`config.mk`:
```
export PLATFORM = sky130hd
export DESIGN_NAME = multicycle_controller
export DESIGN_NICKNAME = d
export VERILOG_FILES = /design/src/rtl/multicycle_controller.sv
export SDC_FILE = /design/constraint.sdc
export NUM_CORES = 1
export LEC_CHECK = 0
export BUFFER_PORTS_ARGS = -buffer_cell sky130_fd_sc_hd__buf_2
export CORE_MARGIN = 3
export CORE_UTILIZATION = 40
export CTS_CLUSTER_DIAMETER = 50
export DETAILED_ROUTE_END_ITERATION = 8
export GPL_TIMING_DRIVEN = 1
export PLACE_DENSITY = 0.68
export SETUP_SLACK_MARGIN = 0.1
export SLEW_MARGIN = 10
export SYNTH_ARGS = -nofsm -noshare
export SYNTH_HDL_FRONTEND = slang
export SYNTH_SLANG_ARGS = --single-unit
```
`constraint.sdc`:
```
create_clock -name CLK -period 2.3 [get_ports CLK]
set_input_delay 0 -clock CLK [delete_from_list [all_inputs] [get_ports CLK]]
set_output_delay 0 -clock CLK [all_outputs]
set_load 0.02 [all_outputs]
```
`src/rtl/multicycle_controller.sv`:
```
// Main control unit of the multicycle ARM datapath: instruction sequencer,
// ALU decoder, NZCV flag register, condition check and write-enable gating.
module multicycle_controller (
    input  logic       CLK,
    input  logic       RESET_n,
    input  logic [3:0] Cond,
    input  logic [1:0] Op,
    input  logic [5:0] Funct,
    input  logic [3:0] Rd,
    input  logic [3:0] ALUFlags,
    output logic       PCWrite,
    output logic       IRWrite,
    output logic       RegWrite,
    output logic       MemWrite,
    output logic       AdrSrc,
    output logic       ALUSrcA,
    output logic [1:0] ALUSrcB,
    output logic [1:0] ResultSrc,
    output logic [1:0] RegSrc,
    output logic [1:0] ImmSrc,
    output logic [1:0] ALUControl,
    output logic [3:0] Flags
);

    typedef enum logic [3:0] {
        FETCH,
        DECODE,
        MEMADR,
        MEMRD,
        MEMWB,
        MEMWR,
        EXECR,
        EXECI,
        ALUWB,
        BRANCH
    } state_t;

    localparam logic [1:0] ALU_ADD = 2'b00;
    localparam logic [1:0] ALU_SUB = 2'b01;
    localparam logic [1:0] ALU_AND = 2'b10;
    localparam logic [1:0] ALU_ORR = 2'b11;

    state_t     state;
    state_t     next;
    logic       irw;
    logic       nextpc;
    logic       regw;
    logic       memw;
    logic       branch;
    logic       aluop;
    logic [1:0] aluctl;
    logic       nowrite;
    logic       sflag;
    logic [1:0] flagw;
    logic       condex;
    logic       condexreg;
    logic       pcs;
    logic       dp_nowrite;
    logic       n;
    logic       z;
    logic       c;
    logic       v;

    always_ff @(posedge CLK or negedge RESET_n) begin
        if (!RESET_n) begin
            state <= FETCH;
        end else begin
            state <= next;
        end
    end

    always_comb begin
        next = FETCH;
        unique case (state)
            FETCH:  next = DECODE;
            DECODE: begin
                unique case (Op)
                    2'b00:   next = Funct[5] ? EXECI : EXECR;
                    2'b01:   next = MEMADR;
                    2'b10:   next = BRANCH;
                    default: next = FETCH;
                endcase
            end
            MEMADR: next = Funct[0] ? MEMRD : MEMWR;
            MEMRD:  next = MEMWB;
            EXECR:  next = ALUWB;
            EXECI:  next = ALUWB;
            default: next = FETCH;
        endcase
    end

    always_comb begin
        irw       = 1'b0;
        nextpc    = 1'b0;
        regw      = 1'b0;
        memw      = 1'b0;
        branch    = 1'b0;
        aluop     = 1'b0;
        AdrSrc    = 1'b0;
        ALUSrcA   = 1'b0;
        ALUSrcB   = 2'b00;
        ResultSrc = 2'b00;
        unique case (state)
            FETCH: begin
                irw       = 1'b1;
                nextpc    = 1'b1;
                ALUSrcA   = 1'b1;
                ALUSrcB   = 2'b10;
                ResultSrc = 2'b10;
            end
            DECODE: begin
                ALUSrcA   = 1'b1;
                ALUSrcB   = 2'b10;
                ResultSrc = 2'b10;
            end
            MEMADR: ALUSrcB = 2'b01;
            MEMRD:  AdrSrc = 1'b1;
            MEMWB: begin
                ResultSrc = 2'b01;
                regw      = 1'b1;
            end
            MEMWR: begin
                AdrSrc = 1'b1;
                memw   = 1'b1;
            end
            EXECR: aluop = 1'b1;
            EXECI: begin
                aluop   = 1'b1;
                ALUSrcB = 2'b01;
            end
            ALUWB: regw = 1'b1;
            BRANCH: begin
                ALUSrcB   = 2'b01;
                ResultSrc = 2'b10;
                branch    = 1'b1;
            end
            default: begin
                irw = 1'b0;
            end
        endcase
    end

    always_comb begin
        aluctl  = ALU_ADD;
        nowrite = 1'b0;
        sflag   = Funct[0];
        unique case (Funct[4:1])
            4'b0100: aluctl = ALU_ADD;
            4'b0010: aluctl = ALU_SUB;
            4'b0000: aluctl = ALU_AND;
            4'b1100: aluctl = ALU_ORR;
            4'b1010: begin
                aluctl  = ALU_SUB;
                sflag   = 1'b1;
                nowrite = 1'b1;
            end
            default: begin
                aluctl  = ALU_ADD;
                nowrite = 1'b1;
            end
        endcase
    end

    // NoWrite comes from the held instruction so it still blocks ALUWB.
    assign dp_nowrite = (Op == 2'b00) & nowrite;
    assign ALUControl = aluop ? aluctl : ALU_ADD;
    assign flagw[1]   = aluop & sflag;
    assign flagw[0]   = aluop & sflag & ~aluctl[1];

    assign {n, z, c, v} = Flags;

    always_comb begin
        condex = 1'b0;
        unique case (Cond)
            4'b0000: condex = z;
            4'b0001: condex = ~z;
            4'b0010: condex = c;
            4'b0011: condex = ~c;
            4'b0100: condex = n;
            4'b0101: condex = ~n;
            4'b0110: condex = v;
            4'b0111: condex = ~v;
            4'b1000: condex = c & ~z;
            4'b1001: condex = ~c | z;
            4'b1010: condex = (n == v);
            4'b1011: condex = (n != v);
            4'b1100: condex = ~z & (n == v);
            4'b1101: condex = z | (n != v);
            4'b1110: condex = 1'b1;
            default: condex = 1'b0;
        endcase
    end

    always_ff @(posedge CLK or negedge RESET_n) begin
        if (!RESET_n) begin
            condexreg <= 1'b0;
        end else if (next == FETCH) begin
            condexreg <= 1'b0;
        end else if (state == DECODE) begin
            condexreg <= condex;
        end
    end

    always_ff @(posedge CLK or negedge RESET_n) begin
        if (!RESET_n) begin
            Flags <= 4'b0000;
        end else begin
            if (flagw[1] & condexreg) begin
                Flags[3:2] <= ALUFlags[3:2];
            end
            if (flagw[0] & condexreg) begin
                Flags[1:0] <= ALUFlags[1:0];
            end
        end
    end

    assign pcs = branch | (regw & (Rd == 4'hF));

    // Enables are gated by RESET_n so nothing is written while reset is low.
    assign PCWrite  = RESET_n & (nextpc | (pcs & condexreg));
    assign IRWrite  = RESET_n & irw;
    assign RegWrite = RESET_n & regw & condexreg & ~dp_nowrite;
    assign MemWrite = RESET_n & memw & condexreg;

    assign RegSrc = {Op == 2'b01, Op == 2'b10};
    assign ImmSrc = Op;

endmodule

```
# Word-level counts from Yosys, hierarchy flattened

Cells that the tools add are included.

Reductions and logical operators: 14
Bitwise operators: 26
Equal/unequal tests: 32
Muxes and demuxes: 20

Operators by type and width:

| operator             | count |
|---|---|
| $eq A4 B4 Y1 const B | 12 |
| $eq A4 B3 Y1 const B | 9 |
| $eq A4 B2 Y1 const B | 5 |
| $pmux W4 S5          | 1 |
| $and A1 B1 Y1        | 16 |
| $logic_not A4 Y1     | 4 |
| $pmux W1 S15         | 1 |
| $mux W1              | 12 |
| $pmux W4 S3          | 1 |
| $reduce_or A2 Y1     | 5 |
| $eq A4 B1 Y1 const B | 2 |
| $pmux W2 S2          | 2 |
| $not A1 Y1           | 6 |
| $pmux W2 S3          | 1 |
| $reduce_or A3 Y1     | 2 |
| $or A1 B1 Y1         | 4 |
| $reduce_or A4 Y1     | 1 |
| $mux W3              | 1 |
| $eq A2 B1 Y1 const B | 1 |
| $eq A2 B2 Y1 const B | 1 |
| $logic_not A2 Y1     | 1 |
| $mux W2              | 1 |
| $reduce_bool A2 Y1   | 1 |
| $eq A1 B1 Y1         | 1 |
| $ne A1 B1 Y1         | 1 |

Flip-flop bits (word level): 9
Logic and storage cells: 96

# Logic depth before layout (Yosys ltp)

Gate-level depths: netlist of the first run.

Depth after elaboration: 8
Mapped depth: 6

# Worst setup path after synthesis of the first run

OpenSTA, ideal clock, no wires.

Path type: reg-to-output
From: register state[3]
To: output PCWrite
Stages on the path, launching flop included: 6
Arrival time: 1.620 ns
Buffers on the path: 2
Data required time: 2.300 ns
Path slack: 0.680 ns
Cells stage by stage: dfrtp_1 buf_6 or2_1 buf_6 nor4b_2 a21o_1

Cells in the longest elaborated chain, start to end: 8

RTL lines:

| what                                         | RTL line | text |
|---|---|---|
| start, declared                              | 43       | `state_t state;` |
| start signal, assigned                       | 68       | `state <= next;` |
| $eq A4 B4 Y1 or $eq A4 B3 Y1 (tied branches) | 103      | `unique case (state)` |
| $reduce_or A2 Y1 (no source line)            | -        |  |
| $mux W1                                      | 103      |  |
| $and A1 B1 Y1                                | 217      | `assign pcs = branch \| (regw & (Rd == 4'hF));` |
| $or A1 B1 Y1                                 | 217      |  |
| $and A1 B1 Y1                                | 220      | `assign PCWrite = RESET_n & (nextpc \| (pcs & condexreg));` |
| $or A1 B1 Y1 *                               | 220      |  |
| $and A1 B1 Y1 *                              | 220      |  |
| end, declared                                | 11       | `output logic PCWrite,` |

Mark *: on every way between the ends. The rest lies on a longest branch, timed or not.

# Worst setup path in the final report of the first run

From: register state[1]
To: register Flags[0]

Cells in the longest elaborated chain, start to end: 6

RTL lines:

| what                                | RTL line | text |
|---|---|---|
| $eq A4 B3 Y1                        | 103      |  |
| $reduce_or A2 Y1 (no source line) * | -        |  |
| $mux W1 *                           | 103      |  |
| $and A1 B1 Y1 * (2 in a row)        | 168      | `assign flagw[0] = aluop & sflag & ~aluctl[1];` |
| $and A1 B1 Y1 *                     | 211      | `if (flagw[0] & condexreg) begin` |
| end signal, assigned                | 212      | `Flags[1:0] <= ALUFlags[1:0];` |
| end, declared                       | 22       | `output logic [3:0] Flags` |

Marks and branches as above.
A chain may end at the register's enable or synchronous reset.

==> impl_metrics.xml, run 1 <==
<?xml version="1.0" encoding="UTF-8"?>
<metrics>
  <group name="timing">
    <metric name="skew" unit="ps">9.61</metric>
    <metric name="setup_tns" unit="ps">0</metric>
    <metric name="period_needed" unit="ps">1750</metric>
    <metric name="hold_viol_final" unit="">0</metric>
    <metric name="maxClockFrequency" unit="MHz">571</metric>
    <metric name="final_setup_violation_count" unit="">0</metric>
    <metric name="fin_crit_sh" unit="%">76.1</metric>
    <metric name="final_max_slew_viol_count" unit="">0</metric>
    <metric name="worst_tran_pin_value" unit="ps">566</metric>
    <metric name="slew_headroom" unit="%">62.3</metric>
    <metric name="setup_repair_after_global_routing_missed_its_margin" unit="">no</metric>
  </group>
  <group name="power_and_ir_drop">
    <metric name="powerDensity" unit="mW/mm^2">1010</metric>
    <metric name="power" unit="mW">1.16</metric>
    <metric name="cellLeakagePower" unit="nW">0.544</metric>
    <metric name="vdd.ir_drop.worst" unit="mV">0.609</metric>
  </group>
  <group name="synth">
    <metric name="mappedNetlistNets" unit="">131</metric>
    <metric name="syn_avg_cell_area" unit="sq um">8.26</metric>
    <metric name="sequential_element_share_of_the_synthesized_area" unit="%">25.0</metric>
    <metric name="yosysWarningCount" unit="">0</metric>
    <metric name="synthArstFlopShare" unit="%">100</metric>
    <metric name="post_synth_num_cell_types" unit="">44</metric>
    <metric name="ys_top_cells_by_count" unit="">9 x dfrtp_1, 9 x nor2_1, 8 x nand2_1</metric>
    <metric name="mappedNetlistArea" unit="sq um">901</metric>
    <metric name="post-synth-top-area-fraction" unit="%">25.0</metric>
    <metric name="synth_top_flop_cell" unit="">dfrtp_1</metric>
    <metric name="postSynthRegisterBits" unit="">9</metric>
    <metric name="yosysTopAreaCell" unit="">dfrtp_1</metric>
    <metric name="post_synth_inst_count" unit="">109</metric>
    <metric name="post_synth_main_area_contributors" unit="">dfrtp_1 25%, mux2_2 7.5%, nand2b_1 4.2%, nor2_1 3.8%, nor3_1 3.3%</metric>
    <metric name="post_synth_edffs" unit="">0</metric>
  </group>
  <group name="floorplan">
    <metric name="coreArea" unit="sq mm">0.00204</metric>
    <metric name="die_y" unit="um">53.5</metric>
    <metric name="floorplan.die_area" unit="sq mm">0.00286</metric>
    <metric name="fp.dieW" unit="um">53.5</metric>
    <metric name="floorplan.io_pins" unit="">42</metric>
    <metric name="floorplan.initialDensity" unit="%">44.1</metric>
    <metric name="num_rows" unit="">16</metric>
  </group>
  <group name="global_routing">
    <metric name="first_global_vias" unit="">904</metric>
    <metric name="grtUsageTotal" unit="%">17.8</metric>
    <metric name="grt-ovfl-total" unit="">0</metric>
    <metric name="largest_net_degree_at_the_start_of_global_routing" unit="">20</metric>
    <metric name="grt_first_pass_wirelength" unit="um">3840</metric>
    <metric name="grt_antenna_before_repair" unit="">0</metric>
  </group>
  <group name="status">
    <metric name="result_of_the_run" unit="">finished, final reports clean</metric>
  </group>
  <group name="clock_tree">
    <metric name="ctsHoldBuffers" unit="">5</metric>
    <metric name="buffer_levels_on_the_longest_clock_path" unit="">2</metric>
    <metric name="post_cts.resized_instances" unit="">0</metric>
    <metric name="inserted_clock_buffers" unit="">3</metric>
    <metric name="htree_levels" unit="">1</metric>
    <metric name="cts.sinks" unit="">9</metric>
    <metric name="post_cts.repair.setup_buffers" unit="">0</metric>
    <metric name="cts.root.buffer_cell" unit="">clkbuf_4</metric>
    <metric name="cts.clk_slew.worst_paths" unit="ps">70</metric>
    <metric name="clock_insertion_delay_worst_skew" unit="ps">260</metric>
    <metric name="tritoncts" unit="">done</metric>
  </group>
  <group name="routing">
    <metric name="post_drt_wl_per_cell" unit="um">13.3</metric>
    <metric name="drc" unit="">0</metric>
    <metric name="finalWirelength" unit="um">2330</metric>
    <metric name="postRouteAntennaNets" unit="">0</metric>
    <metric name="drt_first_iter_violations" unit="">11</metric>
    <metric name="vias" unit="">952</metric>
    <metric name="route.detailed.vias_per_inst" unit="">5.44</metric>
    <metric name="drtPass1Iterations" unit="">4</metric>
  </group>
  <group name="hold_path">
    <metric name="holdCritPathClass" unit="">input pin to flop</metric>
  </group>
  <group name="final_layout">
    <metric name="layout-drive-gt1-share" unit="%">35.1</metric>
    <metric name="flow.area_growth_from_synthesis" unit="%">26.8</metric>
    <metric name="stdcell_area" unit="sq mm">0.00114</metric>
    <metric name="antenna_cells_inserted" unit="">0</metric>
    <metric name="total_number_of_nets_in_the_final_design" unit="">171</metric>
  </group>
  <group name="critical_path">
    <metric name="startpoint_of_the_most_critical_setup_path" unit="">state[1]$_DFF_PN0_</metric>
    <metric name="regToRegStartpoint" unit="">state[1]$_DFF_PN0_</metric>
    <metric name="rr_endpoint" unit="">Flags[0]$_DFFE_PN0P_</metric>
    <metric name="ff_to_ff_setup_slack" unit="ps">550</metric>
    <metric name="worstSetupPathType" unit="">flop to flop</metric>
    <metric name="crit_arrival" unit="ps">1890</metric>
    <metric name="rr_worst_depth" unit="">4</metric>
    <metric name="required_time_reported_for_the_critical_path_endpoint" unit="ps">2430</metric>
    <metric name="setup.worst_path.end_class" unit="">flop</metric>
    <metric name="crit_path_start_kind" unit="">flop</metric>
    <metric name="critical_path.max_fanout" unit="">19</metric>
    <metric name="critPathCapture" unit="">Flags[0]$_DFFE_PN0P_</metric>
  </group>
  <group name="place">
    <metric name="placed_area" unit="sq mm">0.00107</metric>
    <metric name="total_half_perimeter_wirelength_after_legalization_and_detailed_placement" unit="um">1770</metric>
    <metric name="place.port_buffers" unit="">41</metric>
    <metric name="place_congestion" unit="">0.775</metric>
  </group>
  <group name="run">
    <metric name="cap_viol_max_count" unit="">0</metric>
  </group>
</metrics>
-- worst max-delay path, cell delays in order, from the launching register on --
cell	delay [ps]
dfrtp_1	700
and4b_1	270
o21ai_1	110
nor2_1	180
mux2_2	350
-- per-stage QoR --
stage,util (%),instances,worst slack [ps],hold slack (ps)
finish,55.9,175,549,57.4
global route,55.9,175,461,65.4
CTS,55.9,175,563,52.6
detailed placement,52.2,166,602,-120
global placement,52.2,166,673,-125
floorplan,-,109,680,-296
-- per-layer routing --
layer | vias up | GRT usage (%) | routed length [um]
met5 | - | 0 | 0
met4 | 0 | 4.26 | 0
met3 | 0 | 1.69 | 79
met2 | 23 | 31.6 | 1230
met1 | 450 | 22.7 | 1030
li1 | 479 | - | -
-- kinds of logic (layout without fill, tap and decap cells) --
group / after synthesis / count (layout) / share of synthesized area (%)
and+or+nand+nor: 51 / 51 / 33.8
AOI/OAI and AO/OA: 25 / 25 / 19.4
buffers and inverters: 13 / 52 / 9.03
DFF: 9 / 9 / 25.0
muxes: 8 / 8 / 9.86
xor gates and xnor gates: 3 / 3 / 2.92
-- layout by cell type (no fill, tap or decap), types with 5 or more instances in the layout --
master / count
buf_2: 41
nor2_1: 9
nand2b_1: 6
mux2_2: 6
dfrtp_1: 9
dlygate4sd3_1: 5
o21ai_0: 6
nor3_1: 6
nand2_1: 8
-- cell type report --
cell class	count	area, sq um
fillers	213	900
multi-input cells	87	594
flip-flops and latches	9	225
inverters	2	7.51
clock buffers	4	26.3
repair buffers	46	255
well taps	27	33.8
-- worst min path at each step --
stage,cells after the start,slack (ps),end,startpoint
after floorplan,0,-300,Flags[0]$_DFFE_PN0P_,RESET_n
after global placement,1,-120,Flags[3]$_DFFE_PN0P_,RESET_n
after detailed placement,1,-120,condexreg$_DFFE_PN0P_,RESET_n
after CTS,3,50,state[1]$_DFF_PN0_,Funct[0]
after global routing,3,70,state[1]$_DFF_PN0_,Funct[0]
final,3,60,state[0]$_DFF_PN0_,Funct[5]
-- state kept, by name, summed over array words and instances, names as in the netlist --
name,flops
condexreg,1
state,4
Flags,4
-- where the power goes --
part,switching [mW],internal [mW]
Clock,0.0538,0.0667
Combinational,0.378,0.285
Sequential,0.157,0.219
Total,0.589,0.570
(Power assumes the default switching activity.)
==> run 2: changes to the inputs <==
clock period = 1.67 ns   (was 2.3 ns; I/O delays follow)
==> run 2 against run 1 <==
Compared with the run above:
- via count rose by 6.8%
- first-iteration DRC count up 73%
- wire length is 6.9% higher
- sequential power grew 26%
- count of clock-buffer cells in the layout unchanged
- worst setup slack got worse by 390 ps
- cell count increased by 5.7%
- hold slack lost 7.4 ps
- largest power group unchanged
==> impl_metrics.xml, run 2 (synthesis gave the netlist of run 1 again) <==
<?xml version="1.0" encoding="UTF-8"?>
<metrics>
  <group name="status">
    <metric name="result_of_the_run" unit="">finished, final reports clean</metric>
  </group>
  <group name="global_routing">
    <metric name="grtUsageTotal" unit="%">18.9</metric>
    <metric name="first_global_vias" unit="">906</metric>
    <metric name="grt-ovfl-total" unit="">0</metric>
    <metric name="grt_first_pass_wirelength" unit="um">3930</metric>
    <metric name="largest_net_degree_at_the_start_of_global_routing" unit="">17</metric>
    <metric name="grt_antenna_before_repair" unit="">0</metric>
  </group>
  <group name="hold_path">
    <metric name="holdCritPathClass" unit="">input pin to flop</metric>
    <metric name="min_delay_path_depth" unit="">3</metric>
    <metric name="worstHoldStart" unit="">Funct[0]</metric>
  </group>
  <group name="critical_path">
    <metric name="worstSetupPathType" unit="">flop to output pin</metric>
    <metric name="crit_path_start_kind" unit="">flop</metric>
    <metric name="crit_arrival" unit="ps">1510</metric>
    <metric name="critical_path.max_fanout" unit="">5</metric>
    <metric name="rr_worst_depth" unit="">5</metric>
    <metric name="required_time_reported_for_the_critical_path_endpoint" unit="ps">1670</metric>
    <metric name="startpoint_of_the_most_critical_setup_path" unit="">state[2]$_DFF_PN0_</metric>
    <metric name="regToRegStartpoint" unit="">state[2]$_DFF_PN0_</metric>
    <metric name="setup.worst_path.end_class" unit="">output pin</metric>
  </group>
  <group name="timing">
    <metric name="fin_worst_hold_slack" unit="ps">50.0</metric>
    <metric name="period_needed" unit="ps">1510</metric>
    <metric name="maxClockFrequency" unit="MHz">663</metric>
    <metric name="skew" unit="ps">6.74</metric>
    <metric name="finalWorstSetupSlack" unit="ps">162</metric>
    <metric name="hold_viol_final" unit="">0</metric>
    <metric name="slew_headroom" unit="%">79.8</metric>
    <metric name="setup_tns" unit="ps">0</metric>
    <metric name="worst_tran_pin_value" unit="ps">301</metric>
    <metric name="final_max_slew_viol_count" unit="">0</metric>
    <metric name="setup_repair_after_global_routing_missed_its_margin" unit="">yes</metric>
    <metric name="final_setup_violation_count" unit="">0</metric>
    <metric name="fin_crit_sh" unit="%">90.3</metric>
  </group>
  <group name="place">
    <metric name="total_half_perimeter_wirelength_after_legalization_and_detailed_placement" unit="um">1840</metric>
    <metric name="dp_slack" unit="ps">138</metric>
    <metric name="placed_cells" unit="">170</metric>
    <metric name="placed_area" unit="sq mm">0.00110</metric>
    <metric name="place_congestion" unit="">0.806</metric>
    <metric name="place.port_buffers" unit="">41</metric>
  </group>
  <group name="clock_tree">
    <metric name="buffer_levels_on_the_longest_clock_path" unit="">2</metric>
    <metric name="clock_insertion_delay_worst_skew" unit="ps">260</metric>
    <metric name="inserted_clock_buffers" unit="">3</metric>
    <metric name="cts.sinks" unit="">9</metric>
    <metric name="htree_levels" unit="">1</metric>
    <metric name="cts.root.buffer_cell" unit="">clkbuf_4</metric>
    <metric name="tritoncts" unit="">done</metric>
    <metric name="cts.clk_slew.worst_paths" unit="ps">60</metric>
  </group>
  <group name="power_and_ir_drop">
    <metric name="powerDensity" unit="mW/mm^2">1450</metric>
    <metric name="power" unit="mW">1.86</metric>
    <metric name="cellLeakagePower" unit="nW">0.604</metric>
    <metric name="vdd.ir_drop.worst" unit="mV">1.02</metric>
  </group>
  <group name="floorplan">
    <metric name="num_rows" unit="">16</metric>
    <metric name="floorplan.die_area" unit="sq mm">0.00286</metric>
    <metric name="floorplan.io_pins" unit="">42</metric>
    <metric name="coreArea" unit="sq mm">0.00204</metric>
    <metric name="fp.dieW" unit="um">53.5</metric>
    <metric name="die_y" unit="um">53.5</metric>
    <metric name="floorplan.initialDensity" unit="%">44.1</metric>
  </group>
  <group name="final_layout">
    <metric name="total_number_of_nets_in_the_final_design" unit="">181</metric>
    <metric name="antenna_cells_inserted" unit="">0</metric>
    <metric name="final_util" unit="%">62.6</metric>
    <metric name="layout_commonest_cell" unit="">buf_2</metric>
    <metric name="instances_no_fill" unit="">185</metric>
    <metric name="stdcell_area" unit="sq mm">0.00128</metric>
    <metric name="top_regs" unit="">Flags: 4 flops, state: 4 flops, condexreg: 1 flops</metric>
    <metric name="flow.area_growth_from_synthesis" unit="%">41.8</metric>
    <metric name="layout-drive-gt1-share" unit="%">45.6</metric>
    <metric name="commonest_cells_after_routing_fill_and_taps_aside" unit="">39 x buf_2, 10 x buf_4, 8 x nand2_1, 8 x nor2_1</metric>
  </group>
  <group name="routing">
    <metric name="finalWirelength" unit="um">2490</metric>
    <metric name="drtPass1Iterations" unit="">4</metric>
    <metric name="vias" unit="">1017</metric>
    <metric name="drt_first_iter_violations" unit="">19</metric>
    <metric name="postRouteAntennaNets" unit="">0</metric>
    <metric name="route.detailed.vias_per_inst" unit="">5.50</metric>
    <metric name="post_drt_wl_per_cell" unit="um">13.5</metric>
    <metric name="drc" unit="">0</metric>
  </group>
  <group name="run">
    <metric name="cap_viol_max_count" unit="">0</metric>
  </group>
</metrics>
==> run 2: changes by cell type in the layout (fill, tap and decap cells not counted), moves of 2 or more <==
| cell | previous run | this run |
|---|---|---|
| nand2b_1 | 6 | 4 |
| buf_4 | 0 | 10 |
| dfrtp_2 | 0 | 4 |
| buf_6 | 0 | 2 |
| nand2b_4 | 0 | 2 |
| buf_2 | 41 | 39 |
| dfrtp_1 | 9 | 5 |
==> run 2: where the power goes <==
group	internal (mW)	switching [mW]
sequential	0.311	0.164
clock	0.0920	0.0753
combinational	0.562	0.653
==> run 2: worst max-delay path: stages, from the launching register on <==
cell and delay [ps]:
dfrtp_2 440, or2_4 280, nor4b_4 270, a21o_1 140
buf_6 110
==> run 2: metal layers <==
metal,vias to the layer above,track usage [%],wire length (um)
met2,29,31.2,1270
met5,-,0,0
met4,0,8.94,26
li1,500,-,-
met1,484,24.4,1100
met3,4,1.69,98
==> run 2: final timing paths <==
check                                             end  slack [ps]
worst max-delay path                          PCWrite         160
worst min-delay path               state[2]$_DFF_PN0_          50
worst max register to register  condexreg$_DFFE_PN0P_         180
worst min register to register     state[3]$_DFF_PN0_         530
max in group asynchronous          state[3]$_DFF_PN0_        1300
min in group asynchronous          state[2]$_DFF_PN0_         200
==> run 2: cell type report <==
| class | instances | area [sq um] |
|---|---|---|
| Tap cell | 27 | 33.8 |
| Timing Repair Buffer | 56 | 343 |
| Multi-Input combinational cell | 87 | 637 |
| Sequential cell | 9 | 230 |
| Fill cell | 184 | 764 |
| Inverter | 2 | 7.51 |
| Clock buffer | 4 | 26.3 |
==> run 2: timing repair <==
action                     in CTS  in global routing
gates resized for setup         5                 11
setup endpoints to repair       4                 11
pin swaps                       0                  3
hold buffers                    5                  0
setup buffers                   5                  1
hold endpoints to repair       13                  0
==> run 3: changes to the inputs <==
CORE_ASPECT_RATIO = 0.8   (was default)
REMOVE_ABC_BUFFERS = 1   (was default)
==> run 3 against run 2 <==
Compared with the run above:
- cell area rose by 3.0%
- via count increased by 2.8%
- sequential share of layout area shrank 0.63 points
- sequential power rose by 3%
- global-route usage down 0.53 points
- die area increased by 0.13%
- hold slack gained 4.4 ps
- fmax decreased by 1.3%
- flip-flop and latch count unchanged
- worst setup slack got worse by 20 ps
- count of clock-buffer cells in the layout decreased by 1
- largest power group unchanged
==> impl_metrics.xml, run 3 (synthesis gave the netlist of run 1 again) <==
<?xml version="1.0" encoding="UTF-8"?>
<metrics>
  <group name="status">
    <metric name="result_of_the_run" unit="">finished, final reports clean</metric>
  </group>
  <group name="power_and_ir_drop">
    <metric name="vdd.ir_drop.worst" unit="mV">0.984</metric>
    <metric name="powerDensity" unit="mW/mm^2">1480</metric>
    <metric name="cellLeakagePower" unit="nW">0.623</metric>
  </group>
  <group name="final_layout">
    <metric name="antenna_cells_inserted" unit="">0</metric>
    <metric name="total_number_of_nets_in_the_final_design" unit="">184</metric>
    <metric name="top_regs" unit="">Flags: 4 flops, state: 4 flops, condexreg: 1 flops</metric>
    <metric name="layout-drive-gt1-share" unit="%">47.2</metric>
    <metric name="layout_commonest_cell" unit="">buf_2</metric>
    <metric name="commonest_cells_after_routing_fill_and_taps_aside" unit="">39 x buf_2, 12 x buf_4, 8 x nand2_1, 8 x nor2_1</metric>
    <metric name="instances_no_fill" unit="">185</metric>
    <metric name="fillers" unit="">178</metric>
    <metric name="flow.area_growth_from_synthesis" unit="%">46.1</metric>
  </group>
  <group name="routing">
    <metric name="vias" unit="">1045</metric>
    <metric name="postRouteAntennaNets" unit="">0</metric>
    <metric name="finalWirelength" unit="um">2810</metric>
    <metric name="drt_first_iter_violations" unit="">35</metric>
    <metric name="drc" unit="">0</metric>
    <metric name="post_drt_wl_per_cell" unit="um">15.2</metric>
    <metric name="drtPass1Iterations" unit="">4</metric>
    <metric name="route.detailed.vias_per_inst" unit="">5.65</metric>
  </group>
  <group name="clock_tree">
    <metric name="buffer_levels_on_the_longest_clock_path" unit="">2</metric>
    <metric name="tritoncts" unit="">done</metric>
    <metric name="cts.clk_slew.worst_paths" unit="ps">60</metric>
    <metric name="cts.root.buffer_cell" unit="">clkbuf_4</metric>
    <metric name="inserted_clock_buffers" unit="">3</metric>
    <metric name="htree_levels" unit="">1</metric>
    <metric name="clock_insertion_delay_worst_skew" unit="ps">270</metric>
    <metric name="cts.sinks" unit="">9</metric>
  </group>
  <group name="floorplan">
    <metric name="num_rows" unit="">14</metric>
    <metric name="floorplan.initialDensity" unit="%">45.1</metric>
    <metric name="floorplan.die_area" unit="sq mm">0.00286</metric>
    <metric name="coreArea" unit="sq mm">0.00200</metric>
    <metric name="fp.dieW" unit="um">59.1</metric>
    <metric name="die_y" unit="um">48.4</metric>
    <metric name="floorplan.io_pins" unit="">42</metric>
  </group>
  <group name="place">
    <metric name="placed_cells" unit="">165</metric>
    <metric name="place.port_buffers" unit="">41</metric>
    <metric name="dp_slack" unit="ps">148</metric>
    <metric name="place_congestion" unit="">0.781</metric>
    <metric name="total_half_perimeter_wirelength_after_legalization_and_detailed_placement" unit="um">1860</metric>
  </group>
  <group name="timing">
    <metric name="fin_crit_sh" unit="%">91.5</metric>
    <metric name="setup_repair_after_global_routing_missed_its_margin" unit="">yes</metric>
    <metric name="final_max_slew_viol_count" unit="">0</metric>
    <metric name="setup_tns" unit="ps">0</metric>
    <metric name="hold_viol_final" unit="">0</metric>
    <metric name="final_setup_violation_count" unit="">0</metric>
    <metric name="maxClockFrequency" unit="MHz">654</metric>
    <metric name="slew_headroom" unit="%">73.7</metric>
    <metric name="finalWorstSetupSlack" unit="ps">141</metric>
    <metric name="skew" unit="ps">0.430</metric>
    <metric name="worst_tran_pin_value" unit="ps">389</metric>
    <metric name="period_needed" unit="ps">1530</metric>
  </group>
  <group name="global_routing">
    <metric name="grt_antenna_before_repair" unit="">0</metric>
    <metric name="largest_net_degree_at_the_start_of_global_routing" unit="">18</metric>
    <metric name="grt_first_pass_wirelength" unit="um">4190</metric>
    <metric name="first_global_vias" unit="">914</metric>
    <metric name="grt-ovfl-total" unit="">0</metric>
    <metric name="grtUsageTotal" unit="%">18.4</metric>
  </group>
  <group name="run">
    <metric name="cap_viol_max_count" unit="">0</metric>
  </group>
  <group name="critical_path">
    <metric name="startpoint_of_the_most_critical_setup_path" unit="">state[3]$_DFF_PN0_</metric>
    <metric name="worstSetupPathType" unit="">flop to flop</metric>
    <metric name="crit_path_start_kind" unit="">flop</metric>
    <metric name="crit_arrival" unit="ps">1690</metric>
    <metric name="setup.worst_path.end_class" unit="">flop</metric>
    <metric name="regToRegStartpoint" unit="">state[3]$_DFF_PN0_</metric>
    <metric name="required_time_reported_for_the_critical_path_endpoint" unit="ps">1830</metric>
    <metric name="critical_path.max_fanout" unit="">7</metric>
  </group>
  <group name="hold_path">
    <metric name="holdCritPathClass" unit="">input pin to flop</metric>
    <metric name="worstHoldStart" unit="">Funct[0]</metric>
  </group>
</metrics>
[run 3: cell count changes in the layout (fill, tap and decap cells not counted), sizes merged]
cell	previous run	this run
buf	51	54
clkbuf	4	3
clkinv	0	1
[run 3: layout make-up]
type	count	area [sq um]	share of cell area, %
multi-input cells	87	653	49.6
repair buffers	59	369	28.0
flip-flops and latches	9	229	17.4
well taps	24	30.0	2.28
clock buffers	3	22.5	1.71
inverters	2	7.51	0.570
clock inverters	1	5.00	0.380
[run 3: final timing paths]
path / endpoint / slack (ps) / cells after the start
max: Flags[0]$_DFFE_PN0P_ / 140 / 5
min: state[1]$_DFF_PN0_ / 50 / 3
max reg2reg: Flags[0]$_DFFE_PN0P_ / 140 / 5
min reg2reg: state[3]$_DFF_PN0_ / 630 / 2
max in group asynchronous: state[2]$_DFF_PN0_ / 1330 / 3
min in group asynchronous: condexreg$_DFFE_PN0P_ / 190 / 3
[run 3: per-stage QoR]
stage	hold slack, ps	utilization (%)	power (mW)	area [sq um]
3_3_place_gp	-66.9	53.9	1.43	1080
6_report	54.4	65.9	1.95	1320
2_1_floorplan	-296	-	1.10	827
3_5_place_dp	-63.9	53.9	1.45	1080
4_1_cts	25.1	61.5	1.78	1230
5_1_grt	68.5	65.9	2.07	1320
[run 3: critical path, cell delays in order (launching register included)]
cell and delay (ps):
dfrtp_2 450, buf_4 160, and4b_1 270, o21ai_2 80
nor2_2 120, mux2_2 340
[run 3: what timing repair did]
item | 4_1_cts | 5_1_grt
pin swaps | 2 | 5
setup buffers | 6 | 5
gates cloned | 0 | 0
endpoints found under the hold margin | 13 | 0
resized for setup | 7 | 12
endpoints found under the setup margin | 3 | 8
hold buffers | 5 | 0
[run 3: report_power, final]
group	internal (mW)	total, mW	switching [mW]
Sequential	0.308	0.490	0.182
Clock	0.0888	0.174	0.0854
Combinational	0.591	1.29	0.694
Total	0.988	1.95	0.962
[run 3: routing by layer]
| layer | wire (um) | vias to the layer above | share of wire [%] | track usage, % |
|---|---|---|---|---|
| met5 | 0 | - | 0 | 0 |
| met4 | 49 | 0 | 1.7 | 5.28 |
| met3 | 239 | 6 | 8.5 | 3.99 |
| met2 | 1310 | 53 | 46 | 29.8 |
| met1 | 1220 | 477 | 43 | 24.3 |
| li1 | - | 509 | - | - |
